==> src/rtl/rp_sdarb.sv <==
// rp_sdarb: round-robin arbiter granting one of eight drives access to a
// single SD controller. Each grant latches the drive's operation and sector
// address, holds sdREQ through the transfer, then pulses a per-drive ack. A
// watchdog aborts a transfer that never completes and sets a sticky flag.
//
// Ports:
//   clk, rst      rising-edge clock, asynchronous active-high reset
//   clr           synchronous clear (massbus INIT)
//   rpSDREQ       per-drive request level
//   rpSDOP        per-drive 3-bit operation, drive n at [3n+2:3n]
//   rpSDLSA       per-drive 21-bit sector address, drive n at [21n+20:21n]
//   rpSDACK       per-drive one-cycle completion pulse
//   sdREQ         transfer request to SD controller
//   sdOP/sdLSA    latched operation / sector address of the granted drive
//   sdSCAN        index of the granted drive
//   sdDONE        one-cycle completion pulse from the SD controller
//   arbBUSY       high whenever the arbiter is not idle
//   arbTMO        sticky timeout flag
module rp_sdarb #(
    parameter logic [23:0] TIMEOUT = 24'd10000000
) (
    input  logic         clk,
    input  logic         rst,
    input  logic         clr,
    input  logic [7:0]   rpSDREQ,
    input  logic [23:0]  rpSDOP,
    input  logic [167:0] rpSDLSA,
    output logic [7:0]   rpSDACK,
    output logic         sdREQ,
    output logic [2:0]   sdOP,
    output logic [20:0]  sdLSA,
    output logic [2:0]   sdSCAN,
    input  logic         sdDONE,
    output logic         arbBUSY,
    output logic         arbTMO
);

    localparam int unsigned NDRV  = 8;
    localparam int unsigned OP_W  = 3;
    localparam int unsigned LSA_W = 21;
    localparam int unsigned CNT_W = 24;

    typedef enum logic [1:0] {IDLE, XFER, ACK, GAP} state_t;

    state_t             state_q, state_d;
    logic [2:0]         last_q, last_d;
    logic [CNT_W-1:0]   cnt_q, cnt_d;
    logic [2:0]         scan_q, scan_d;
    logic [OP_W-1:0]    op_q, op_d;
    logic [LSA_W-1:0]   lsa_q, lsa_d;
    logic               req_q, req_d;
    logic [NDRV-1:0]    ack_q, ack_d;
    logic               busy_q, busy_d;
    logic               tmo_q, tmo_d;

    logic               pick_vld;
    logic [2:0]         pick_idx;
    logic [2:0]         cand;

    // Round-robin search starting just after the last acknowledged drive.
    always_comb begin
        pick_vld = 1'b0;
        pick_idx = 3'd0;
        cand     = 3'd0;
        for (int k = 1; k <= 8; k++) begin
            cand = last_q + 3'(k);
            if (!pick_vld && rpSDREQ[cand]) begin
                pick_vld = 1'b1;
                pick_idx = cand;
            end
        end
    end

    // Next-state and registered-output logic.
    always_comb begin
        state_d = state_q;
        last_d  = last_q;
        cnt_d   = cnt_q;
        scan_d  = scan_q;
        op_d    = op_q;
        lsa_d   = lsa_q;
        req_d   = req_q;
        ack_d   = '0;
        tmo_d   = tmo_q;
        if (clr) begin
            // Aborted transfers get no ack; grant fields are left as-is.
            state_d = IDLE;
            last_d  = 3'd7;
            cnt_d   = '0;
            req_d   = 1'b0;
            tmo_d   = 1'b0;
        end else begin
            case (state_q)
                IDLE: begin
                    if (pick_vld) begin
                        state_d = XFER;
                        scan_d  = pick_idx;
                        op_d    = rpSDOP[5'(pick_idx) * 5'd3 +: OP_W];
                        lsa_d   = rpSDLSA[8'(pick_idx) * 8'd21 +: LSA_W];
                        req_d   = 1'b1;
                        cnt_d   = '0;
                    end
                end
                XFER: begin
                    // Completion takes priority over a coincident timeout.
                    if (sdDONE) begin
                        state_d = ACK;
                        req_d   = 1'b0;
                        ack_d   = 8'd1 << scan_q;
                    end else if (cnt_q == TIMEOUT - 24'd1) begin
                        state_d = ACK;
                        req_d   = 1'b0;
                        ack_d   = 8'd1 << scan_q;
                        tmo_d   = 1'b1;
                    end else begin
                        cnt_d = cnt_q + 24'd1;
                    end
                end
                ACK: begin
                    state_d = GAP;
                    last_d  = scan_q;
                end
                GAP: begin
                    state_d = IDLE;
                end
                default: begin
                    state_d = IDLE;
                end
            endcase
        end
        busy_d = (state_d != IDLE);
    end

    always_ff @(posedge clk or posedge rst) begin
        if (rst) begin
            state_q <= IDLE;
            last_q  <= 3'd7;
            cnt_q   <= '0;
            scan_q  <= '0;
            op_q    <= '0;
            lsa_q   <= '0;
            req_q   <= 1'b0;
            ack_q   <= '0;
            busy_q  <= 1'b0;
            tmo_q   <= 1'b0;
        end else begin
            state_q <= state_d;
            last_q  <= last_d;
            cnt_q   <= cnt_d;
            scan_q  <= scan_d;
            op_q    <= op_d;
            lsa_q   <= lsa_d;
            req_q   <= req_d;
            ack_q   <= ack_d;
            busy_q  <= busy_d;
            tmo_q   <= tmo_d;
        end
    end

    assign rpSDACK = ack_q;
    assign sdREQ   = req_q;
    assign sdOP    = op_q;
    assign sdLSA   = lsa_q;
    assign sdSCAN  = scan_q;
    assign arbBUSY = busy_q;
    assign arbTMO  = tmo_q;

endmodule

==> config.mk <==
export PLATFORM = sky130hd
export DESIGN_NAME = rp_sdarb
export DESIGN_NICKNAME = d
export VERILOG_FILES = /design/src/rtl/rp_sdarb.sv
export SDC_FILE = /design/constraint.sdc
export NUM_CORES = 1
export LEC_CHECK = 0
export ABC_AREA = 1
export BUFFER_PORTS_ARGS = -buffer_cell sky130_fd_sc_hd__buf_2
export CAP_MARGIN = 20
export CORE_MARGIN = 1.5
export CORE_UTILIZATION = 45
export DETAILED_ROUTE_END_ITERATION = 10
export HOLD_SLACK_MARGIN = 0.03
export PLACE_DENSITY_LB_ADDON = 0.25
export SYNTH_ARGS = -nofsm -noshare
export SYNTH_HDL_FRONTEND = slang
export SYNTH_SLANG_ARGS = --single-unit
==> constraint.sdc <==
create_clock -name clk -period 5.7 [get_ports clk]
set_clock_uncertainty 0.15 [all_clocks]
set_input_delay 1.14 -clock clk [delete_from_list [all_inputs] [get_ports clk]]
set_output_delay 1.14 -clock clk [all_outputs]
set_load 0.03 [all_outputs]
==> results.sh <==
export IMPL_outcome="finished clean"
export IMPL_rrSetupSlack_ps=1420
export IMPL_viasPerCell=5.380
export IMPL_crit_path_top_delay_cell="nor2_4"
export IMPL_port_buffers=241
export IMPL_clock_fmax_mhz=233.5
export IMPL_holdPathEnd="sdLSA[9]$_DFFE_PP0P_"
export IMPL_ys_types=40
export IMPL_core_um2=12110
export IMPL_reg2reg_depth=18
export IMPL_grt_max_degree=98
export IMPL_cts_made_buffers=9
export IMPL_cp_required_ps=5770
export IMPL_grt_pass1_vias=6542
export IMPL_drcViolationCount=0
export IMPL_avgSynthCellArea_um2=6.257
export IMPL_slowest_delay_ps=800
export IMPL_ctsResizeCount=0
export IMPL_cts_sinks=67
export IMPL_wl_met3_mm=1.328
export IMPL_grt_antenna_before_repair=1
export IMPL_dp_hpwl_mm=14.56
export IMPL_syn2layout_area_growth_pct=26.68
export IMPL_hold_buffers=0
export IMPL_worst_pin_slew_ps=1091
export IMPL_syn_nets=1111
export IMPL_route_detailed_wl_per_inst_um=15.41
export IMPL_synth_top_area_share_pct=28.31
export IMPL_die_x_um=115.1
export IMPL_io_pins=242
export IMPL_firstDrtPassIters=6
export IMPL_cp_arrival_ps=4350
export IMPL_cts_root_buf="clkbuf_16"
export IMPL_syn_area_um2=5657
export IMPL_slew_limit_headroom_pct=27.28
export IMPL_crit_path_max_fanout=48
export IMPL_cts_buffer_depth=2
export IMPL_post_route_min_period_ps=4284
export IMPL_rr_endpoint="sdLSA[13]$_DFFE_PP0P_"
export IMPL_worstHoldPathType="register to register"
export IMPL_postSynthCellCount=904
export IMPL_final_max_slew_violation_count=0
export IMPL_crit_path_end_kind="register"
export IMPL_whs_path_depth=2
export IMPL_rsz0062_at_grt="false"
export IMPL_synth_seq_cells=67
export IMPL_wl_met1_mm=7.942
export IMPL_yosysSeqAreaShare_pct=29.71
export IMPL_drive_gt1_share_pct=26.82
export IMPL_finalSetupViolCount=0
export IMPL_dieHeight_um=115.1
export IMPL_final_net_count=1313
export IMPL_htreeDepth=3
export IMPL_fp_row_count=40
export IMPL_final_cell_mix="nand2_1, nand3_1, buf_2"
export IMPL_ir_drop_v=0.0002066
export IMPL_drt_iter0_markers=530
export IMPL_yosysWarnings=0
export IMPL_r2r_start="last_q[0]$_DFFE_PP1P_"
export IMPL_fin_crit_sh_pct=75.15
export IMPL_tritoncts="built"
export IMPL_cp_cell_sequence="inv_2 -> ha_1 -> inv_1 -> nand3_1 -> nand3_2 -> nand2_4 -> nor2_8 -> nand4_4 -> nor2_4 -> nand3_4 -> nand2_1 -> nor2_1 -> nor2_4 -> nand3_1 -> nand3_1 -> nand2_1 -> nand2_1 -> nand2_1"
export IMPL_power_density_nw_per_um2=370.7
export IMPL_dpl_cell_count=1263
export IMPL_grt_pass1_wl_mm=31.88
export IMPL_postLayoutCellArea_um2=7166
export IMPL_initial_core_util_pct=46.70
export IMPL_drt_total_wl_mm=19.73
export IMPL_met2WireLength_mm=9.501
export IMPL_final_util_pct=59.16
export IMPL_final_common_cell="nand2_1"
export IMPL_p_leak_uw=0.003783
export IMPL_setup_tns_final_ps=0
export IMPL_crit_path_frequent_cell="nand2_1"
export IMPL_clk_latency_ps=330
export IMPL_crit_type="register to register"
export IMPL_gp_congestion=0.9094
export IMPL_placed_cell_area_um2=6812
export IMPL_cts_setup_buffers=0
export IMPL_dieArea_um2=13250
export IMPL_hold_viol_final=0
export IMPL_dr_total_vias=6886
export IMPL_crit_family="simple AND/OR/NAND/NOR gates"
export IMPL_synth_area_leader_cell="dfrtp_1"
export IMPL_synthTopCellsByArea="dfrtp_1, nand3_1, nand2_1, nor2_1, inv_1"
export IMPL_hp_start="sdLSA[9]$_DFFE_PP0P_"
export IMPL_grt_use_total_pct=30.51
export IMPL_worst_path_buf_inv=2
export IMPL_highest_layer="met4"
export IMPL_cp_start_kind="register"
export IMPL_antenna_left=0
export IMPL_cap_violations=0
export IMPL_fin_cells=1280
export IMPL_cts_clk_slew_worst_paths_ps=50
export IMPL_gr_total_overflow=0
==> layout make-up <==
type,instances,area [um^2]
clock inverters,6,112.6
diodes,1,2.502
flip-flops and latches,67,1680
repair buffers,249,1266
inverters,56,210.2
multi-input cells,723,3445
clock buffers,10,239.0
well taps,168,210.2
fillers,1250,4946
==> synth_stat cells, drive strengths merged <==
library cell  count
nand4            11
o22ai             2
or2               1
clkbuf            6
nand2           294
dfstp             3
ha                3
o31ai             2
nor3             14
nor3b             4
nor2             58
o2111ai           1
a21oi            10
buf              52
nand3b            1
o21bai            2
nor4              6
inv              56
a31oi             4
o21ai            19
xnor2             2
xor2              9
nand3           279
dfrtp            64
o211ai            1
==> worst min-delay path, stage by stage (launching register included) <==
cell     delay [ps]
dfrtp_1         330
nand2_1          50
nand2_1          50
==> cell families after synthesis <==
kind of cell | Yosys count | share of synthesized area [%]
AOI/OAI and AO/OA | 41 | 4.225
xor gates and xnor gates | 11 | 1.703
adders and majority gates | 3 | 0.6636
buffers and inverters | 114 | 9.754
DFF | 67 | 29.71
and+or+nand+nor | 668 | 53.95
==> layer usage <==
| metal | global-route usage, % | up-vias |
|---|---|---|
| li1 | - | 3407 |
| met1 | 37.40 | 3120 |
| met2 | 52.10 | 302 |
| met3 | 5.746 | 57 |
| met4 | 13.99 | 0 |
| met5 | 0 | - |
==> worst max path at each step <==
| stage | startpoint | to | slack, ps | depth (start not counted) |
|---|---|---|---|---|
| 6_report | last_q[0]$_DFFE_PP1P_ | sdLSA[13]$_DFFE_PP0P_ | 1420 | 18 |
| 5_1_grt | last_q[0]$_DFFE_PP1P_ | sdLSA[13]$_DFFE_PP0P_ | 1070 | 18 |
| 4_1_cts | last_q[0]$_DFFE_PP1P_ | sdLSA[13]$_DFFE_PP0P_ | 1410 | 18 |
| 3_5_place_dp | rpSDREQ[7] | sdLSA[13]$_DFFE_PP0P_ | 1370 | 17 |
| 3_3_place_gp | rpSDREQ[7] | sdLSA[13]$_DFFE_PP0P_ | 1450 | 17 |
| 2_1_floorplan | last_q[0]$_DFFE_PP1P_ | sdLSA[10]$_DFFE_PP0P_ | 2480 | 22 |
==> stage by stage <==
| stage | hold slack [ps] | worst slack, ps | total power (uW) |
|---|---|---|---|
| after floorplan | 317.4 | 2483 | 1624 |
| after global placement | 310.7 | 1447 | 2011 |
| after detailed placement | 310.9 | 1374 | 2014 |
| after CTS | 325.9 | 1407 | 2669 |
| after global routing | 360.4 | 1074 | 2840 |
| final | 324.3 | 1416 | 2657 |
==> flip-flops by register name (all words and copies together) (netlist names) <==
signal	flops
arbBUSY	1
arbTMO	1
cnt_q	24
last_q	3
rpSDACK	8
sdLSA	21
sdOP	3
sdREQ	1
sdSCAN	3
state_q	2
==> report_power, final <==
group / total, uW / switching (uW) / internal [uW]
combinational: 1350 / 931 / 416
clock: 649 / 209 / 440
sequential: 661 / 85.7 / 576
Power figures use the tool's default switching activity.
